==> src/rtl/proj_pkg.sv <==
// Shared types for the FM MinHash path: index/hash widths, result struct, scanner states.
package proj_pkg;

  localparam int FM_BUFFER_SIZE = 4;
  localparam int MINHASH_W      = 32;

  typedef logic [FM_BUFFER_SIZE-1:0] fm_idx_t;
  typedef logic [MINHASH_W-1:0]      minhash_t;

  typedef struct packed {
    minhash_t hash;
    fm_idx_t  idx;
  } min_result_t;

  typedef enum logic [1:0] {
    SCAN_IDLE = 2'd0,
    SCAN_RUN  = 2'd1,
    SCAN_DONE = 2'd2
  } scan_state_e;

endpackage

==> src/rtl/proj_fm_min_out_reg.sv <==
// Valid/ready holding register for one MinHash result; a load that finds the
// register full and not draining is dropped and flagged in a sticky overflow bit.
module proj_fm_min_out_reg #(
  parameter int IDX_W  = 4,
  parameter int HASH_W = 32
) (
  input  logic              i_clk,
  input  logic              i_rst_n,
  input  logic              i_load,
  input  logic [HASH_W-1:0] i_hash,
  input  logic [IDX_W-1:0]  i_idx,
  input  logic              i_ready,
  output logic              o_valid,
  output logic [HASH_W-1:0] o_hash,
  output logic [IDX_W-1:0]  o_idx,
  output logic              o_overflow
);

  logic              r_valid;
  logic [HASH_W-1:0] r_hash;
  logic [IDX_W-1:0]  r_idx;
  logic              r_overflow;
  logic              w_accept;

  assign w_accept = r_valid && i_ready;

  always_ff @(posedge i_clk or negedge i_rst_n) begin
    if (!i_rst_n) begin
      r_valid    <= 1'b0;
      r_hash     <= '0;
      r_idx      <= '0;
      r_overflow <= 1'b0;
    end else if (i_load) begin
      // A draining register can take the new result in the same cycle.
      if (!r_valid || w_accept) begin
        r_valid <= 1'b1;
        r_hash  <= i_hash;
        r_idx   <= i_idx;
      end else begin
        r_overflow <= 1'b1;
      end
    end else if (w_accept) begin
      r_valid <= 1'b0;
    end
  end

  assign o_valid    = r_valid;
  assign o_hash     = r_hash;
  assign o_idx      = r_idx;
  assign o_overflow = r_overflow;

endmodule

==> src/rtl/proj_fm_min_scanner.sv <==
// Running-minimum scanner over one FM index sweep, one result per sweep.
// Build option PROJ_FM_MIN_SCAN_TIE_LAST_EN: equal hashes move the minimum to the later index.
module proj_fm_min_scanner
  import proj_pkg::*;
#(
  parameter int FM_BUFFER_SIZE = proj_pkg::FM_BUFFER_SIZE,
  parameter int HASH_W         = proj_pkg::MINHASH_W
) (
  input  logic                      in_clk,
  input  logic                      in_rst_n,
  input  logic                      in_sample_valid,
  input  logic [FM_BUFFER_SIZE-1:0] in_index,
  input  logic [HASH_W-1:0]         in_hash,
  input  logic                      in_last,
  output logic                      out_valid,
  input  logic                      out_ready,
  output logic [HASH_W-1:0]         out_min_hash,
  output logic [FM_BUFFER_SIZE-1:0] out_min_index,
  output logic                      out_overflow
);

  scan_state_e               r_state;
  logic [HASH_W-1:0]         r_acc_min;
  logic [FM_BUFFER_SIZE-1:0] r_acc_idx;

  logic                      w_first;
  logic                      w_better;
  logic                      w_push;
  logic [HASH_W-1:0]         w_cand_hash;
  logic [FM_BUFFER_SIZE-1:0] w_cand_idx;

  // Outside SCAN_RUN the incoming sample always opens a new sweep.
  assign w_first = (r_state != SCAN_RUN);

`ifdef PROJ_FM_MIN_SCAN_TIE_LAST_EN
  assign w_better = (in_hash <= r_acc_min);
`else
  assign w_better = (in_hash < r_acc_min);
`endif

  assign w_cand_hash = (w_first || w_better) ? in_hash  : r_acc_min;
  assign w_cand_idx  = (w_first || w_better) ? in_index : r_acc_idx;

  // The candidate including the last sample's compare goes straight to the
  // output register so the result appears the cycle after in_last.
  assign w_push = in_sample_valid && in_last;

  always_ff @(posedge in_clk or negedge in_rst_n) begin
    if (!in_rst_n) begin
      r_state   <= SCAN_IDLE;
      r_acc_min <= '0;
      r_acc_idx <= '0;
    end else if (in_sample_valid) begin
      r_acc_min <= w_cand_hash;
      r_acc_idx <= w_cand_idx;
      r_state   <= in_last ? SCAN_DONE : SCAN_RUN;
    end else if (r_state == SCAN_DONE) begin
      r_state <= SCAN_IDLE;
    end
  end

  proj_fm_min_out_reg #(
    .IDX_W  (FM_BUFFER_SIZE),
    .HASH_W (HASH_W)
  ) u_out_reg (
    .i_clk      (in_clk),
    .i_rst_n    (in_rst_n),
    .i_load     (w_push),
    .i_hash     (w_cand_hash),
    .i_idx      (w_cand_idx),
    .i_ready    (out_ready),
    .o_valid    (out_valid),
    .o_hash     (out_min_hash),
    .o_idx      (out_min_index),
    .o_overflow (out_overflow)
  );

endmodule

==> config.mk <==
export PLATFORM = sky130hd
export DESIGN_NAME = proj_fm_min_scanner
export DESIGN_NICKNAME = d
export VERILOG_FILES = /design/src/rtl/proj_pkg.sv /design/src/rtl/proj_fm_min_out_reg.sv /design/src/rtl/proj_fm_min_scanner.sv
export SDC_FILE = /design/constraint.sdc
export NUM_CORES = 1
export LEC_CHECK = 0
export ABC_AREA = 1
export ABC_CLOCK_PERIOD_IN_PS = 3700
export BUFFER_PORTS_ARGS = -buffer_cell sky130_fd_sc_hd__buf_2
export CAP_MARGIN = 5
export CORE_ASPECT_RATIO = 1.4
export CORE_MARGIN = 2
export CORE_UTILIZATION = 55
export CTS_CLUSTER_SIZE = 25
export DETAILED_ROUTE_END_ITERATION = 8
export PLACE_DENSITY = 0.8
export SLEW_MARGIN = 5
export SYNTH_ARGS = -nofsm -noshare
export SYNTH_HDL_FRONTEND = slang
export SYNTH_HIERARCHICAL = 1
export SYNTH_SLANG_ARGS = --single-unit
==> constraint.sdc <==
create_clock -name in_clk -period 3.7 [get_ports in_clk]
set_input_delay 0.37 -clock in_clk [delete_from_list [all_inputs] [get_ports in_clk]]
set_output_delay 0.37 -clock in_clk [all_outputs]
set_load 0.01 [all_outputs]
==> summary.txt <==
Timing
  – Final worst-path cycle share: 70.04%
  – Fmax: 385.9 MHz
  – RSZ-0062 raised after global routing: no
  – Worst slew pin tran: 1018 ps
  – Max-slew violations: 0
  – Setup TNS: 0 ps
  – Rel. slew slack: 31.97%
  – Clock skew: 10.16 ps
  – Post-route setup slack: 1109 ps
  – Period minus WS final: 2591 ps
  – Final setup vio count: 0
  – Fin. Hold Viols: 0

Routing
  – First-pass iteration count of the detailed router: 5
  – Via density: 5.310
  – Detailed-route wire length: 11040 um
  – DRC viols: 0
  – DRT antenna net count: 0
  – Detailed Route Iter0 Violations: 242
  – WL/cell: 14.06 um
  – Routed vias: 4168

Run
  – # Max-Cap Violations: 0

Synthesis
  – Synthesized area: 4597 um^2
  – Synth Flop Type: dfrtp_1
  – Synthesis Warnings: 6
  – Synth area leader: dfrtp_1
  – Most common library cells after synthesis: nand2_1, nand3_1, inv_1
  – Post-synthesis cell type count: 22
  – EDFF count, synth: 0
  – Fraction of registers with async set/reset: 100.0%
  – Syn Area/Cell: 7.463 um^2
  – Synthesized flop and latch total: 76
  – Most numerous cell in the Yosys netlist: nand2_1
  – Syn nets: 688
  – Mapped Cells: 616
  – Main area contributors after synthesis: dfrtp_1, nand2_1, nand3_1
  – Sequential area share after synthesis: 41.37%
  – Top cell type's share of synthesized area: 41.37%

Worst setup path
  – CP Capture Type: register
  – Worst EP required: 3970 ps
  – Crit path DAT: 2870 ps
  – Crit start category: register
  – Crit-path max FO: 37
  – Crit Path Class: register to register

Finish
  – Layout cell share with drive strength beyond 1: 14.20%
  – Syn-to-layout area delta: 13.53%
  – # nets final: 751
  – ANT cells: 0
  – Util after Layout: 64.04%

Global route
  – Tot GR Track Use: 25.73%
  – Vias in the first global route: 4227
  – Total grt overflow: 0
  – Largest net degree at the start of global routing: 77
  – Initial antenna violation count: 0
  – Global-route wire length before repair: 18410 um

Clock network
  – Clock H-tree levels: 3
  – Number of buffers created by CTS: 9
  – Clock Sinks: 76
  – Clock-pin slew on the worst setup and hold paths: 60 ps
  – CTS tree: done
  – Setup Buffers After CTS: 0
  – Hold buffers post-CTS: 0
  – Resize count post-CTS: 0
  – Clock latency on the worst-skew pair: 340 ps
  – Max clock buf depth: 2
  – Root buf cell: clkbuf_16

Power and ir drop
  – Total power: 2.747 mW
  – P_leak: 3.054 nW
  – Cell Pwr Density: 526.3 nW/um^2
  – Peak supply drop: 0.3745 mV

Floorplanning
  – Row count: 39
  – # IOs: 79
  – Starting Density: 56.41%
  – Die Span Y: 112.2 um
  – Die W: 81.27 um
  – Placeable Area: 8149 um^2
  – Die area: 9116 um^2

Placed design
  – Post-place setup slack: 1028 ps
  – Dpl hpwl: 7201 um
  – I/O Buffers: 78
  – Placer congestion estimate: 0.8376

Run status
  – Status: completed

Min path
  – Worst Hold Class: input port to async pin
path summary, 6_finish.rpt:
path,startpoint,end,cells past startpoint,slack (ps)
max,r_acc_min[14],u_out_reg/o_hash[16],15,1110
min,in_rst_n,u_out_reg/o_hash[19],1,180
max reg2reg,r_acc_min[14],u_out_reg/o_hash[16],15,1110
min reg2reg,u_out_reg/o_hash[10],u_out_reg/o_hash[10],2,460
max in group asynchronous,in_rst_n,r_acc_min[24],1,2900
min in group in_clk,in_last,r_state[1],3,300
cell type report:
class | count | area, um^2
flip-flops and latches | 76 | 1902
multi-input cells | 428 | 2181
well taps | 102 | 127.6
clock buffers | 13 | 250.2
inverters | 84 | 315.3
repair buffers | 80 | 407.9
clock inverters | 2 | 35.03
fillers | 704 | 2930
metal layers:
layer,vias up,track usage [%],routed length (um)
met5,-,0,0
met4,0,14.92,287
met3,26,2.974,593
met2,146,43.17,5714
met1,1947,31.20,4443
li1,2049,-,-
critical path: stages (launching register included):
cell,delay (ps)
dfrtp_1,350
inv_1,60
ha_1,280
nand2_1,70
inv_1,50
nand3_1,70
nor3_1,180
nand2_1,80
nand2_1,80
nand2_1,110
nand2_4,370
nand2_8,270
nand2_1,180
and2_1,140
nand3_1,80
nand2_1,120
power breakdown:
part / switching [mW] / internal [mW] / leakage [nW]
registers: 0.0866 / 0.992 / 0.925
clock network: 0.326 / 0.536 / 0.140
logic: 0.504 / 0.302 / 1.99
cell families after synthesis:
kind of cell / synth area share [%]
AO/OA/AOI/OAI: 2.504
adder cells (fa/ha/maj): 8.438
buffers and inverters: 11.30
flip-flops: 41.37
AND/OR/NAND/NOR: 36.39
cell usage in the layout, fill, tap and decap left out:
cell type / count
nand2_1: 212
nand3_1: 111
inv_1: 84
buf_2: 77
dfrtp_1: 76
and2_1: 36
ha_1: 31
a21oi_1: 16
clkbuf_16: 9
nor2_1: 8
o21ai_0: 4
clkbuf_1: 3
buf_4: 3
nor3_1: 2
nand2_2: 2
nand4_1: 1
o21a_1: 1
nand2_4: 1
nor2_4: 1
nand2_8: 1
bufinv_16: 1
clkinv_2: 1
clkbuf_8: 1
o21bai_1: 1
registers in the layout, indices dropped and copies added (netlist names):
signal                cells
r_acc_idx                 4
u_out_reg/o_valid         1
u_out_reg/o_hash         32
u_out_reg/o_overflow      1
r_state                   2
r_acc_min                32
u_out_reg/o_idx           4
through the flow:
stage	std cells	hold slack, ps	area, um^2
after floorplan	616	74.41	4597
after global placement	770	448.0	4933
after detailed placement	770	454.0	4933
after CTS	785	226.1	5219
after global routing	785	293.6	5219
final	785	181.3	5219
Note: power is estimated with default switching activity, not from simulation.
